**config.mk**
```make
export PLATFORM = sky130hd
export DESIGN_NAME = pwm_capture
export DESIGN_NICKNAME = d
export VERILOG_FILES = /design/src/rtl/pwm_pkg.sv /design/src/rtl/pwm_duty_div.sv /design/src/rtl/pwm_capture.sv
export SDC_FILE = /design/constraint.sdc
export NUM_CORES = 1
export LEC_CHECK = 0
export BUFFER_PORTS_ARGS = -buffer_cell sky130_fd_sc_hd__buf_4
export CORE_MARGIN = 10
export CORE_UTILIZATION = 55
export DETAILED_ROUTE_END_ITERATION = 8
export HOLD_SLACK_MARGIN = 0.12
export PLACE_DENSITY = 0.79
export SLEW_MARGIN = 20
export SYNTH_ARGS = -nofsm -noshare
export SYNTH_HDL_FRONTEND = slang
export SYNTH_SLANG_ARGS = --single-unit
```
**constraint.sdc**
```tcl
create_clock -name clk_i -period 2.5 [get_ports clk_i]
set_clock_uncertainty 0.1 [all_clocks]
set_input_delay 0.5 -clock clk_i [delete_from_list [all_inputs] [get_ports clk_i]]
set_output_delay 0.5 -clock clk_i [all_outputs]
set_load 0.02 [all_outputs]
```
**src/rtl/pwm_pkg.sv**
```systemverilog
`default_nettype none
// ============================================================================
//  Module   : pwm_pkg
//  Brief    : Shared constants and divider state encoding for the PWM
//             generator / capture pair.
//  Revision : 1.0  initial release
// ============================================================================
package pwm_pkg;

  // Duty code width shared by the PWM generator and the capture block.
  localparam int PWM_WIDTH = 8;

  // Duty divider sequencing.
  typedef enum logic [1:0] {
    IDLE = 2'd0,
    DIV  = 2'd1,
    DONE = 2'd2
  } div_state_t;

endpackage : pwm_pkg
`default_nettype wire

```
**src/rtl/pwm_duty_div.sv**
```systemverilog
`default_nettype none
// ============================================================================
//  Module   : pwm_duty_div
//  Brief    : WIDTH-cycle restoring divider producing
//             floor(high * 2^WIDTH / period), MSB first. high < period.
//  Revision : 1.0  initial release
// ============================================================================
module pwm_duty_div
  import pwm_pkg::*;
#(
  parameter int WIDTH = PWM_WIDTH,
  parameter int CNT_W = 32
) (
  input  logic             clk,
  input  logic             rst,
  input  logic             start,
  input  logic [CNT_W-1:0] high,
  input  logic [CNT_W-1:0] period,
  output logic             busy,
  output logic             done,
  output logic [WIDTH-1:0] quotient
);

  localparam int             SW   = (WIDTH > 1) ? $clog2(WIDTH) : 1;
  localparam logic [SW-1:0]  LAST = SW'(WIDTH - 1);

  div_state_t       state;
  logic [CNT_W:0]   rem;
  logic [CNT_W-1:0] divisor;
  logic [WIDTH-2:0] q_bits;
  logic [SW-1:0]    step;

  logic [CNT_W:0]   shifted;
  logic [CNT_W:0]   diff;
  logic             q_bit;

  // One restoring step: rem never reaches 2^CNT_W, so the shift cannot overflow.
  always_comb begin
    shifted  = rem << 1;
    diff     = shifted - {1'b0, divisor};
    q_bit    = (shifted >= {1'b0, divisor});
    quotient = {q_bits, q_bit};
    busy     = (state == DIV);
    done     = (state == DIV) && (step == LAST);
  end

  // Divider sequencing; DONE behaves as idle so a back-to-back start is taken.
  always_ff @(posedge clk) begin
    if (rst) begin
      state   <= IDLE;
      rem     <= '0;
      divisor <= '0;
      q_bits  <= '0;
      step    <= '0;
    end else begin
      case (state)
        IDLE, DONE: begin
          if (start) begin
            rem     <= {1'b0, high};
            divisor <= period;
            q_bits  <= '0;
            step    <= '0;
            state   <= DIV;
          end else begin
            state   <= IDLE;
          end
        end
        DIV: begin
          rem    <= q_bit ? diff : shifted;
          q_bits <= quotient[WIDTH-2:0];
          step   <= step + 1'b1;
          if (done) state <= DONE;
        end
        default: state <= IDLE;
      endcase
    end
  end

endmodule : pwm_duty_div
`default_nettype wire

```
**src/rtl/pwm_capture.sv**
```systemverilog
`default_nettype none
// ============================================================================
//  Module   : pwm_capture
//  Brief    : PWM receiver. Measures high time and period of an external PWM
//             line and converts them to a WIDTH-bit duty code.
//  Revision : 1.0  initial release
// ============================================================================
module pwm_capture
  import pwm_pkg::*;
#(
  parameter int WIDTH = PWM_WIDTH,
  parameter int CNT_W = 32
) (
  input  logic             clk_i,
  input  logic             rst_i,
  input  logic             pwm_i,
  output logic [WIDTH-1:0] duty_o,
  output logic [CNT_W-1:0] high_o,
  output logic [CNT_W-1:0] period_o,
  output logic             valid_o,
  output logic             stuck_o,
  output logic             overrun_o
);

  localparam logic [CNT_W-1:0] CNT_MAX = '1;

  logic             s1, s2, s3;
  logic             rise;
  logic [CNT_W-1:0] per_cnt;
  logic [CNT_W-1:0] hi_cnt;
  logic             armed;

  logic             div_start;
  logic             div_busy;
  logic             div_done;
  logic [WIDTH-1:0] div_quot;

  assign rise      = s2 & ~s3;
  assign div_start = rise & armed & ~div_busy;

  // Two-flop synchronizer plus one delay stage for rising-edge detection.
  always_ff @(posedge clk_i) begin
    if (rst_i) begin
      s1 <= 1'b0;
      s2 <= 1'b0;
      s3 <= 1'b0;
    end else begin
      s1 <= pwm_i;
      s2 <= s1;
      s3 <= s2;
    end
  end

  // The rise cycle itself counts as the first cycle of the new period, and it
  // is always high, so both counters restart at 1 to give exact H and H+L.
  always_ff @(posedge clk_i) begin
    if (rst_i) begin
      per_cnt <= '0;
      hi_cnt  <= '0;
    end else if (rise) begin
      per_cnt <= CNT_W'(1);
      hi_cnt  <= CNT_W'(1);
    end else begin
      if (per_cnt != CNT_MAX)       per_cnt <= per_cnt + 1'b1;
      if (s2 && hi_cnt != CNT_MAX)  hi_cnt  <= hi_cnt + 1'b1;
    end
  end

  // Arming, measurement latch, overrun, stuck detection and result registers.
  always_ff @(posedge clk_i) begin
    if (rst_i) begin
      armed     <= 1'b0;
      duty_o    <= '0;
      high_o    <= '0;
      period_o  <= '0;
      valid_o   <= 1'b0;
      stuck_o   <= 1'b0;
      overrun_o <= 1'b0;
    end else begin
      valid_o   <= 1'b0;
      overrun_o <= 1'b0;
      if (rise) begin
        stuck_o <= 1'b0;
        if (!armed) begin
          armed <= 1'b1;
        end else if (div_busy) begin
          overrun_o <= 1'b1;
        end else begin
          high_o   <= hi_cnt;
          period_o <= per_cnt;
        end
      end else if (armed && per_cnt == CNT_MAX) begin
        // Line frozen: report its level as 0% or 100% and wait for a re-arm.
        armed   <= 1'b0;
        stuck_o <= 1'b1;
        duty_o  <= {WIDTH{s2}};
        valid_o <= 1'b1;
      end
      if (div_done) begin
        duty_o  <= div_quot;
        valid_o <= 1'b1;
      end
    end
  end

  pwm_duty_div #(
    .WIDTH (WIDTH),
    .CNT_W (CNT_W)
  ) u_div (
    .clk      (clk_i),
    .rst      (rst_i),
    .start    (div_start),
    .high     (hi_cnt),
    .period   (per_cnt),
    .busy     (div_busy),
    .done     (div_done),
    .quotient (div_quot)
  );

endmodule : pwm_capture
`default_nettype wire

```
# Word level (Yosys, flattened, before mapping)
# Cells that the tools add are included.
word_totals:
  wordCells: 79
  in_bits: 3
  ff_bits: 219
  out_inout_bits: 75
classes:
  reduce_logical: 16
  muxes: 23
  bitwise_logic: 7
  addsub: 4
  eq_ne: 9
  magnitude_cmp: 1
op_table:
  columns: ["cell", "count"]
  rows:
  - ["$add A32 B1 Y32 const B", 2]
  - ["$mux W32", 2]
  - ["$ne A32 B32 Y1 const B", 2]
  - ["$pmux W32 S2", 1]
  - ["$ge A33 B32 Y1", 1]
  - ["$eq A32 B32 Y1 const B", 1]
  - ["$sub A32 B32 Y32", 1]
  - ["$mux W8", 3]
  - ["$pmux W7 S2", 1]
  - ["$mux W1", 11]
  - ["$reduce_bool A2 Y1", 5]
  - ["$mux W7", 1]
  - ["$pmux W3 S2", 1]
  - ["$reduce_and A2 Y1", 3]
  - ["$ne A2 B1 Y1 const B", 2]
  - ["$not A1 Y1", 4]
  - ["$pmux W2 S2", 1]
  - ["$reduce_or A2 Y1", 2]
  - ["$add A3 B1 Y3 const B", 1]
  - ["$and A1 B1 Y1", 3]
  - ["$eq A3 B3 Y1 const B", 1]
  - ["$logic_and A1 B1 Y1", 3]
  - ["$mux W3", 1]
  - ["$reduce_and A3 Y1", 1]
  - ["other kinds (6)", 6]

# Depth between registers and ports, before layout
depth:
  word_depth: 6
  depth_mapped: 13

# Cells and area by module
# A second synthesis with hierarchy kept.
unflattened:
  cells_unflattened: 1470
  area_unflattened_um2: 11309.6
by_module_without_submodules:
  columns: ["module", "area_each_um2", "instances", "cells_per_inst", "seq_area_each_um2"]
  rows:
  - ["pwm_capture", 5990.7, 1, 727, 2862.7]
  - ["pwm_duty_div", 5318.9, 1, 743, 1521.5]

# Worst setup path before layout
# Ideal clock, no wire load.
synth_path:
  path_type: "register to register"
  from: "register u_div.divisor[13]"
  to: "register u_div.rem[28]"
  path_stages_with_launch: 12
  slack_ns: -0.025
  t_required_ns: 2.280
  path_buffers: 1
  arrival_time_ns: 2.305
  cell_sequence: "dfxtp_1 > inv_1 > ha_1 > clkbuf_1 > a211oi_1 > nor2_1 > o41ai_1 > o21ai_0 > nor2_1 > nor2_1 > o311a_1 > o31a_1"
synth_via:
  elab_chain_cells: 3
  elab_cells_between_ends: 4
synth_rtl:
  columns: ["item", "line", "source"]
  rows:
  - ["from (decl)", "pwm_duty_div.sv:29", "logic [CNT_W-1:0] divisor;"]
  - ["from (signal assigned)", "pwm_duty_div.sv:60", "divisor <= period;"]
  - ["$sub A32 B32 Y32 / $ge A33 B32 Y1 (equally long branches)", "pwm_duty_div.sv:40, pwm_duty_div.sv:41", null]
  - ["$mux W32 *", "pwm_duty_div.sv:69", "rem <= q_bit ? diff : shifted;"]
  - ["$pmux W32 S2 *", "pwm_duty_div.sv:56", "case (state)"]
  - ["to (signal assigned)", "pwm_duty_div.sv:59", "rem <= {1'b0, high};"]
  - ["to (signal assigned)", "pwm_duty_div.sv:69", null]
  - ["to (decl)", "pwm_duty_div.sv:28", "logic [CNT_W:0] rem;"]
# Every way passes the cells marked *; elsewhere a longest branch is shown, timed or not.
# A chain may end at the register's enable or synchronous reset.

# Final worst setup path
layout_path:
  from: "register u_div.divisor[10]"
  to: "register u_div.rem[31]"
# Same word-level chain as after synthesis.

==> flow_metrics.py <==
metrics = {
    "floorplanning": {
        "die_y_um": 160,
        "die_area_sq_mm": 0.0256,
        "initial_core_util_pct": 55.6,
        "rows": 51,
        "ios": 78,
        "die_w_um": 160,
        "core_sq_mm": 0.0194,
    },
    "yosys": {
        "synth_common_cells": "354 x nand2_1, 219 x dfxtp_1, 155 x a21oi_1",
        "ys_seq_elements": 219,
        "synth.most_common_cell": "nand2_1",
        "synth_top_area_share_pct": 40.7,
        "syn-cell-area_sq_mm": 0.0108,
        "yosysWarnings": 0,
        "ys_seq_area_share_pct": 40.7,
        "synth_edf_count": 0,
        "synth.area.top_cells": "dfxtp_1 41%, nand2_1 12%, a21oi_1 7.2%, xor2_1 4.2%, ha_1 4.2%",
        "synthFlopType": "dfxtp_1",
        "synth_nets": 1449,
        "avgSynthCellArea_sq_um": 7.65,
        "synth.distinct_cells": 63,
        "async_flop_share_pct": 0,
        "post-synth-top-area-cell": "dfxtp_1",
        "postSynthCellCount": 1409,
    },
    "drt": {
        "via_per_inst": 5.87,
        "drc": 0,
        "first_pass_iters": 5,
        "routed_wl_mm": 34.9,
        "wire_per_inst_um": 18.3,
        "vias": 11200,
        "antenna_left": 0,
        "drt_iter0_markers": 743,
    },
    "outcome": {
        "violations": "setup timing",
        "outcome": "complete, but fails checks",
    },
    "placed_design": {
        "hpwlAfterDp_mm": 24.5,
        "place_area_sq_mm": 0.0128,
        "port-buffer-count": 77,
        "gp_congestion": 1.00,
    },
    "critical_path": {
        "critical_path_class": "reg2reg",
        "cp_slowest_cell": "a221o_1",
        "crit_arrival_ps": 2810,
        "cp_top_family": "compound AO/OA/AOI/OAI gates",
        "cp_cell_sequence": "inv_1 -> ha_4 -> a21oi_1 -> o21ai_2 -> a41oi_2 -> nand2_2 -> a221o_1 -> or3_1 -> nand4_1 -> a31oi_1",
        "max_stage_delay_ps": 430,
        "startpoint_type": "flip-flop",
        "crit_fanout": 6,
        "crit_required_ps": 2800,
        "end_kind": "flip-flop",
        "critPathBufInv": 1,
    },
    "power_and_ir_drop": {
        "total_power_w": 0.00806,
        "p_seq_share_pct": 43.7,
        "netSwitchingPower_w": 0.00205,
        "total_leakage_power_nw": 5.63,
        "power.density_mw_per_mm2": 556,
        "ir_worst_vdd_v": 0.000644,
        "p_int_w": 0.00601,
        "swShare_pct": 25.5,
        "pwr-share-comb_pct": 12.9,
        "p_clk_share_pct": 43.4,
    },
    "global_route": {
        "grt_pass1_wl_mm": 55.2,
        "grt_pass1_vias": 10700,
        "grt_max_degree": 75,
        "track_usage_pct": 25.6,
        "grt_use_met1_pct": 30.5,
        "busiest_layer": "met2",
        "use_met3_pct": 4.70,
        "grtUsageMet2_pct": 43.7,
        "grt_antenna_before_repair": 0,
        "grt_overflow": 0,
    },
    "final_layout": {
        "nNetsFinal": 1661,
        "insertedDiodeCount": 0,
        "area_delta_synth_final_pct": 34.4,
        "layout-drive-gt1-share_pct": 27.4,
        "final_cell_area_sq_mm": 0.0145,
    },
    "sta": {
        "rsz0062_at_grt": "yes",
        "hold_viol": 0,
        "min_period_over_period_pct": 101,
        "setup_viol": 10,
        "fmax_mhz": 397,
        "slew_viol_final": 0,
        "min_period_ps": 2520,
        "max_slew.worst_pin.slew_ps": 503,
        "whs_ps": 340,
        "slew_headroom_pct": 66.5,
        "worst_slack_ps": -17.7,
    },
    "hold_path": {
        "hold_path_class": "in2reg",
    },
    "clocking": {
        "cts_tree": "built",
        "clockBufferDepth": 3,
        "cts_buffers": 24,
        "htreeDepth": 1,
        "clkTransAtPathRegs_ps": 70,
        "clk_latency_ps": 540,
        "cts_sinks": 219,
        "root_buffer": "clkbuf_16",
    },
    "flow_run": {
        "cap_violations": 0,
    },
}
power groups by stage:
| stage | registers (W) | clock network, W | logic (W) |
|---|---|---|---|
| final | 0.00353 | 0.00350 | 0.00104 |
| after global routing | 0.00352 | 0.00368 | 0.00110 |
| after CTS | 0.00352 | 0.00352 | 0.000899 |
| after detailed placement | 0.00360 | 0 | 0.000765 |
| after global placement | 0.00360 | 0 | 0.000760 |
| after floorplan | 0.00360 | 0 | 0.000451 |
stage by stage:
stage	util (%)	setup TNS, ps	std cells	worst slack (ps)
after floorplan	-	0	1409	57.7
after global placement	65.9	-3100	1841	-270
after detailed placement	65.9	-5080	1841	-296
after CTS	72.1	-1090	1895	-66.0
after global routing	74.7	-3550	1904	-140
final	74.7	-89.8	1904	-17.7
per-layer routing:
layer  vias up  part of all wire [%]
met5         -                     0
met4         0                   4.6
met3       105                   7.0
met2       413                    48
met1      5382                    40
li1       5267                     -
cell usage in the layout, fill, tap and decap left out, types with 16 or more instances in the layout:
cell,n
a21oi_1,139
xor2_1,52
buf_4,258
ha_4,19
nand4_1,23
xnor2_1,28
nand3_1,51
a31oi_1,46
clkbuf_16,26
o311a_1,19
nor2_1,88
o21ai_0,16
dfxtp_1,207
nand2_1,348
and3_1,18
inv_1,38
logic make-up (layout without fill, tap and decap cells):
| group | count (synthesis) | count (layout) | share of synthesized area, % |
|---|---|---|---|
| and+or+nand+nor | 630 | 630 | 26.1 |
| AOI/OAI and AO/OA | 306 | 306 | 17.2 |
| DFF | 219 | 219 | 40.7 |
| buffers and inverters | 134 | 364 | 4.86 |
| xor gates and xnor gates | 81 | 81 | 6.58 |
| adders and majority gates | 37 | 37 | 4.36 |
| muxes | 2 | 2 | 0.186 |
final timing paths:
check | startpoint | to | slack [ps] | depth (start not counted)
max reg2reg | u_div.divisor[10] | u_div.rem[31] | -20 | 10
min | rst_i | hi_cnt[0] | 340 | 2
min reg2reg | high_o[13] | high_o[13] | 350 | 2
max | u_div.divisor[10] | u_div.rem[31] | -20 | 10
cell type report:
cell class / instances / area (sq um)
Clock buffer: 33 / 674
Clock inverter: 11 / 104
Fill cell: 1443 / 4900
Inverter: 47 / 179
Multi-Input combinational cell: 1056 / 6570
Sequential cell: 219 / 4400
Tap cell: 265 / 332
Timing Repair Buffer: 273 / 2240
flip-flops by register name (all words and copies together), names as in the netlist:
signal and cells:
armed 1, duty_o 8, hi_cnt 32, high_o 32
overrun_o 1, per_cnt 32, period_o 32, s1 1
s2 1, s3 1, stuck_o 1, u_div.divisor 32
u_div.q_bits 7, u_div.rem 32, u_div.state 2, u_div.step 3
valid_o 1
worst reg2reg max path, delay by kind of cell (launching register included):
kind	cells	cell delay, ps
AO/OA/AOI/OAI	5	1020
adder cells (fa/ha/maj)	1	270
buffers and inverters	1	80
flip-flops	1	350
AND/OR/NAND/NOR	3	570
timing repair:
action / CTS / global route
setup buffers: 7 / 7
hold buffers: 1 / 0
gates cloned: 2 / 2
setup endpoints to repair: 39 / 44
pin swaps: 10 / 43
endpoints found under the hold margin: 1 / 0
resized for setup: 55 / 95
No activity file was read; power rests on OpenSTA's default activity.
